[src/rtl/openofdm_rx_pkt_ctrl.sv]
// openofdm_rx_pkt_ctrl: per-packet receive sequencer with stage timeouts,
// bounded receiver reset pulse and saturating packet statistics.
`default_nettype none

module openofdm_rx_pkt_ctrl #(
  parameter int TMR_WIDTH     = 20,
  parameter int CNT_WIDTH     = 16,
  parameter int RST_PULSE_LEN = 4
) (
  input  logic                 s00_axi_aclk,
  input  logic                 s00_axi_aresetn,
  input  logic                 enable,
  input  logic                 clr_cnt,
  input  logic                 short_preamble_detected,
  input  logic                 long_preamble_detected,
  input  logic                 pkt_header_valid_strobe,
  input  logic                 pkt_header_valid,
  input  logic                 ht_unsupport,
  input  logic                 phy_len_valid,
  input  logic [14:0]          n_ofdm_sym,
  input  logic                 ofdm_symbol_eq_out_pulse,
  input  logic                 fcs_out_strobe,
  input  logic                 fcs_ok,
  input  logic [TMR_WIDTH-1:0] cfg_long_tmo,
  input  logic [TMR_WIDTH-1:0] cfg_sig_tmo,
  input  logic [TMR_WIDTH-1:0] cfg_sym_tmo,
  output logic                 rx_rst,
  output logic                 rx_busy,
  output logic [2:0]           state,
  output logic                 pkt_done_strobe,
  output logic                 pkt_done_ok,
  output logic [CNT_WIDTH-1:0] pkt_ok_cnt,
  output logic [CNT_WIDTH-1:0] pkt_fcs_err_cnt,
  output logic [CNT_WIDTH-1:0] hdr_err_cnt,
  output logic [CNT_WIDTH-1:0] tmo_cnt
);

  typedef enum logic [2:0] {
    IDLE      = 3'd0,
    WAIT_LONG = 3'd1,
    WAIT_SIG  = 3'd2,
    WAIT_DATA = 3'd3,
    WAIT_FCS  = 3'd4,
    RST       = 3'd5
  } state_t;

  localparam logic [TMR_WIDTH-1:0] RST_LAST = TMR_WIDTH'(RST_PULSE_LEN - 1);

  state_t               cur_state, next_state;
  logic [TMR_WIDTH-1:0] timer, timer_inc, tmo_limit;
  logic [14:0]          sym_cnt, sym_target;
  logic                 sym_valid, sym_done, tmo_hit;
  logic                 pkt_end, hdr_err, tmo_evt;

  assign timer_inc = timer + 1'b1;
  // Compare the incremented value so a limit of N fires on the Nth count.
  assign tmo_hit   = (tmo_limit != '0) && (timer_inc == tmo_limit);
  assign sym_done  = sym_valid &&
                     ((ofdm_symbol_eq_out_pulse && (sym_cnt + 15'd1 == sym_target)) ||
                      (sym_target == 15'd0));
  assign state     = cur_state;

  function automatic logic [CNT_WIDTH-1:0] sat_inc(input logic [CNT_WIDTH-1:0] v);
    return (&v) ? v : v + 1'b1;
  endfunction

  always_comb begin
    next_state = cur_state;
    pkt_end    = 1'b0;
    hdr_err    = 1'b0;
    tmo_evt    = 1'b0;
    case (cur_state)
      WAIT_LONG:          tmo_limit = cfg_long_tmo;
      WAIT_SIG:           tmo_limit = cfg_sig_tmo;
      WAIT_DATA, WAIT_FCS: tmo_limit = cfg_sym_tmo;
      default:            tmo_limit = '0;
    endcase
    case (cur_state)
      IDLE: begin
        if (enable && short_preamble_detected) next_state = WAIT_LONG;
      end
      WAIT_LONG: begin
        if (!enable)                     next_state = IDLE;
        else if (long_preamble_detected) next_state = WAIT_SIG;
        else if (tmo_hit) begin
          next_state = RST;
          tmo_evt    = 1'b1;
        end
      end
      WAIT_SIG: begin
        if (!enable) next_state = IDLE;
        else if (fcs_out_strobe) begin
          next_state = IDLE;
          pkt_end    = 1'b1;
        end else if (pkt_header_valid_strobe) begin
          if (pkt_header_valid && !ht_unsupport) next_state = WAIT_DATA;
          else begin
            next_state = RST;
            hdr_err    = 1'b1;
          end
        end else if (tmo_hit) begin
          next_state = RST;
          tmo_evt    = 1'b1;
        end
      end
      WAIT_DATA: begin
        if (!enable) next_state = IDLE;
        else if (fcs_out_strobe) begin
          next_state = IDLE;
          pkt_end    = 1'b1;
        end else if (sym_done) next_state = WAIT_FCS;
        else if (!ofdm_symbol_eq_out_pulse && !phy_len_valid && tmo_hit) begin
          next_state = RST;
          tmo_evt    = 1'b1;
        end
      end
      WAIT_FCS: begin
        if (!enable) next_state = IDLE;
        else if (fcs_out_strobe) begin
          next_state = IDLE;
          pkt_end    = 1'b1;
        end else if (!ofdm_symbol_eq_out_pulse && tmo_hit) begin
          next_state = RST;
          tmo_evt    = 1'b1;
        end
      end
      RST: begin
        if (timer == RST_LAST) next_state = IDLE;
      end
      default: next_state = IDLE;
    endcase
  end

  always_ff @(posedge s00_axi_aclk or negedge s00_axi_aresetn) begin
    if (!s00_axi_aresetn) begin
      cur_state       <= IDLE;
      rx_rst          <= 1'b0;
      rx_busy         <= 1'b0;
      pkt_done_strobe <= 1'b0;
      pkt_done_ok     <= 1'b0;
      timer           <= '0;
    end else begin
      cur_state       <= next_state;
      rx_rst          <= (next_state == RST);
      rx_busy         <= (next_state != IDLE);
      pkt_done_strobe <= pkt_end;
      pkt_done_ok     <= pkt_end & fcs_ok;
      // The timer doubles as the pulse-length counter while in RST.
      if (next_state != cur_state)
        timer <= '0;
      else if ((cur_state == WAIT_DATA || cur_state == WAIT_FCS) && ofdm_symbol_eq_out_pulse)
        timer <= '0;
      else if (cur_state != IDLE)
        timer <= timer_inc;
    end
  end

  always_ff @(posedge s00_axi_aclk or negedge s00_axi_aresetn) begin
    if (!s00_axi_aresetn) begin
      sym_valid  <= 1'b0;
      sym_cnt    <= '0;
      sym_target <= '0;
    end else if (cur_state != WAIT_DATA) begin
      sym_valid  <= 1'b0;
      sym_cnt    <= '0;
      sym_target <= '0;
    end else if (phy_len_valid) begin
      sym_valid  <= 1'b1;
      sym_cnt    <= '0;
      sym_target <= n_ofdm_sym;
    end else if (ofdm_symbol_eq_out_pulse) begin
      sym_cnt <= sym_cnt + 15'd1;
    end
  end

  always_ff @(posedge s00_axi_aclk or negedge s00_axi_aresetn) begin
    if (!s00_axi_aresetn) begin
      pkt_ok_cnt      <= '0;
      pkt_fcs_err_cnt <= '0;
      hdr_err_cnt     <= '0;
      tmo_cnt         <= '0;
    end else if (clr_cnt) begin
      pkt_ok_cnt      <= '0;
      pkt_fcs_err_cnt <= '0;
      hdr_err_cnt     <= '0;
      tmo_cnt         <= '0;
    end else begin
      if (pkt_end && fcs_ok)  pkt_ok_cnt      <= sat_inc(pkt_ok_cnt);
      if (pkt_end && !fcs_ok) pkt_fcs_err_cnt <= sat_inc(pkt_fcs_err_cnt);
      if (hdr_err)            hdr_err_cnt     <= sat_inc(hdr_err_cnt);
      if (tmo_evt)            tmo_cnt         <= sat_inc(tmo_cnt);
    end
  end

endmodule

`default_nettype wire
[config.mk]
export PLATFORM = sky130hd
export DESIGN_NAME = openofdm_rx_pkt_ctrl
export DESIGN_NICKNAME = d
export VERILOG_FILES = /design/src/rtl/openofdm_rx_pkt_ctrl.sv
export SDC_FILE = /design/constraint.sdc
export NUM_CORES = 1
export LEC_CHECK = 0
export CAP_MARGIN = 20
export CELL_PAD_IN_SITES_DETAIL_PLACEMENT = 2
export CELL_PAD_IN_SITES_GLOBAL_PLACEMENT = 2
export CORE_MARGIN = 1
export CORE_UTILIZATION = 33
export DETAILED_ROUTE_END_ITERATION = 8
export HOLD_SLACK_MARGIN = 0.02
export MAX_ROUTING_LAYER = met4
export PLACE_DENSITY_LB_ADDON = 0.1
export SLEW_MARGIN = 20
export SYNTH_ARGS = -nofsm -noshare
export SYNTH_HDL_FRONTEND = slang
export SYNTH_SLANG_ARGS = --single-unit
[constraint.sdc]
create_clock -name s00_axi_aclk -period 3.51 [get_ports s00_axi_aclk]
set_input_delay 0.702 -clock s00_axi_aclk [delete_from_list [all_inputs] [get_ports s00_axi_aclk]]
set_output_delay 0.702 -clock s00_axi_aclk [all_outputs]
set_load 0.01 [all_outputs]
==> impl_metrics.ini <==
[outcome]
status = finished clean

[timing]
drv_slew = 0
slew_headroom_pct = 35.5
setup_viol = 0
worst_slew_pin_slew_ns = 0.968
setup_tns_ns = 0
finalHoldViolations = 0
post-route-period-util_pct = 99.2
fin_crit_ns = 3.48
rsz0062_at_grt = true
max_freq_mhz = 287
finClkSkew_ns = 0.0184

[die]
core_um2 = 25300
start_util_pct = 33.7
rows = 58
die_h_um = 163
ios = 159
die_w_um = 163
dieArea_um2 = 26400

[power_and_ir_drop]
power_mw = 4.31
power_density_nw_per_um2 = 366
p_leak_nw = 4.62
peakVddDrop_v = 0.000227

[cts]
cts_sinks = 122
clk_pin_slew_worst_paths_ns = 0.07
numCtsBuffers = 17
worstSkewPairLatency_ns = 0.43
clockBufferDepth = 2
holdBufCountCts = 0
h-tree-depth = 4
cts_tree = done
cts_root_buf = clkbuf_16

[finish]
drive_gt1_share_pct = 18.7
nets = 1207
num_antenna_cells = 0
utilization_pct = 46.6
area_growth_pct = 38.3

[global_route]
grt_max_degree = 98
grt_pass1_vias = 8842
grt_pass1_wl_mm = 48.6
track_usage_pct = 24.0
grt_overflow = 0
antenna_found_initial = 0

[placement]
io_buffers = 158
gp_congestion = 0.815
dp_hpwl_mm = 21.3

[critical_path]
reg2reg_to = timer[6]
worstPathArrival_ns = 3.76
cp_max_fo = 5
critPathCaptureType = flop
worstSetupStartpointType = input pin
r2r_setup_slack_ns = 0.04
crit_type = in2reg
worst_ep_required_time_ns = 3.79
reg2reg_depth = 13
r2r-start = state[1]

[synthesis]
synth_area_leaders = dfrtp_1, xor2_1, xnor2_1
synth_cells = 911
post-synth-top-area-cell = dfrtp_1
synth_top_cell_area_share_pct = 35.9
yosysMostFrequentCell = dfrtp_1
synthDistinctLibCells = 74
synth.ff_latch_count = 122
synth_area_um2 = 8500
yosysSeqAreaShare_pct = 35.9
synthTopCellsByCount = dfrtp_1, nor2_1, xor2_1, nand2_1, nand4_1
async_reset_ff_share_pct = 100
synth-main-ff-cell = dfrtp_1
yosys_warnings = 0
syn-num-nets = 1005
synth_edf_count = 0
synth.avg_cell_area_um2 = 9.33

[drt]
dr.pass1.iters = 4
wl_per_cell_um = 21.2
wirelength_mm = 30.8
viasPerCell = 5.49
drt-met1-wl_mm = 13.5
maxUsedRoutingLayer = met4
drt_iter0_markers = 277
wl_met3_um = 845
drc = 0
ant_nets = 0
wl_met2_mm = 15.9
vias = 7995

[worst_hold_path]
min_path_type = in2async

[run]
cap_violations = 0
[routing by layer]
layer	track usage, %	vias up
met3	2.90	39
li1	-	3749
met1	28.7	4079
met4	6.95	0
met2	42.3	128
met5	-	-
[per-stage QoR]
stage / hold WS, ns / cells / cell area, µm² / setup slack (ns)
2_1_floorplan: 0.406 / 911 / 8500 / 0.116
3_3_place_gp: 0.543 / 1415 / 10800 / -0.511
3_5_place_dp: 0.559 / 1415 / 10800 / -0.598
4_1_cts: 0.436 / 1448 / 11500 / -0.0168
5_1_grt: 0.467 / 1456 / 11800 / -0.0764
6_report: 0.370 / 1456 / 11800 / 0.0281
[layout by cell type, fill, tap and decap left out, types with 32 or more instances in the layout]
cell             instances
clkdlybuf4s50_1        154
nand3_1                 32
nand2_1                 52
nand4_1                 50
xnor2_1                 45
buf_4                   78
o21ai_0                 33
xor2_1                  55
nor2_1                 101
a21oi_1                 35
nor4bb_1                32
dfrtp_1                119
[worst max-delay path by stage]
stage / cells after the start / to / slack (ns) / start
finish: 13 / timer[6] / 0.03 / cfg_sym_tmo[12]
floorplan: 10 / timer[0] / 0.12 / cfg_sym_tmo[7]
detailed placement: 12 / timer[14] / -0.60 / cfg_sym_tmo[7]
CTS: 12 / timer[14] / -0.02 / cfg_sym_tmo[7]
global route: 11 / timer[3] / -0.08 / sym_cnt[1]
global placement: 12 / timer[17] / -0.51 / cfg_sym_tmo[7]
[flip-flops by register name, summed over array words and instances (netlist names), 3 cells and up]
| register | flops |
|---|---|
| pkt_fcs_err_cnt | 16 |
| pkt_ok_cnt | 16 |
| hdr_err_cnt | 16 |
| state | 3 |
| sym_cnt | 15 |
| tmo_cnt | 16 |
| timer | 20 |
| sym_target | 15 |
[what timing repair did]
action,CTS,global route
setup endpoints to repair,20,35
gates cloned,0,4
resized for setup,6,26
pin swaps,3,9
setup buffers,1,4
[layout make-up]
class                   count  area [µm²]
clock inverters            14         184
multi-input cells         705        5170
fillers                  2709       13500
clock buffers              18         429
repair buffers            250        2440
flip-flops and latches    122        3060
well taps                 330         413
inverters                  17        63.8
[worst max-delay path, stage by stage]
cell and delay, ns:
clkdlybuf4s50_1 0.42, mux2_4 0.26, a211oi_1 0.29, buf_4 0.19, xnor2_1 0.15, xor2_1 0.18, a31oi_1 0.14, or4b_4 0.59
o31a_1 0.33, mux2i_4 0.17, buf_12 0.15, clkbuf_16 0.14, a311oi_2 0.05
[where the power goes]
group	internal [mW]	switching, mW
logic	0.498	0.489
registers	1.42	0.0211
clock network	1.14	0.740
[cells by family (layout without fill, tap and decap cells)]
logic type | Yosys count | after routing | share of synthesized area, %
compound gates | 148 | 148 | 13.7
xor+xnor | 105 | 105 | 11.3
mux | 45 | 45 | 6.06
buf+inv | 84 | 299 | 5.12
fa+ha+maj | 6 | 6 | 0.883
simple gates | 401 | 401 | 27.0
flops | 122 | 122 | 35.9
(Power assumes the default switching activity.)
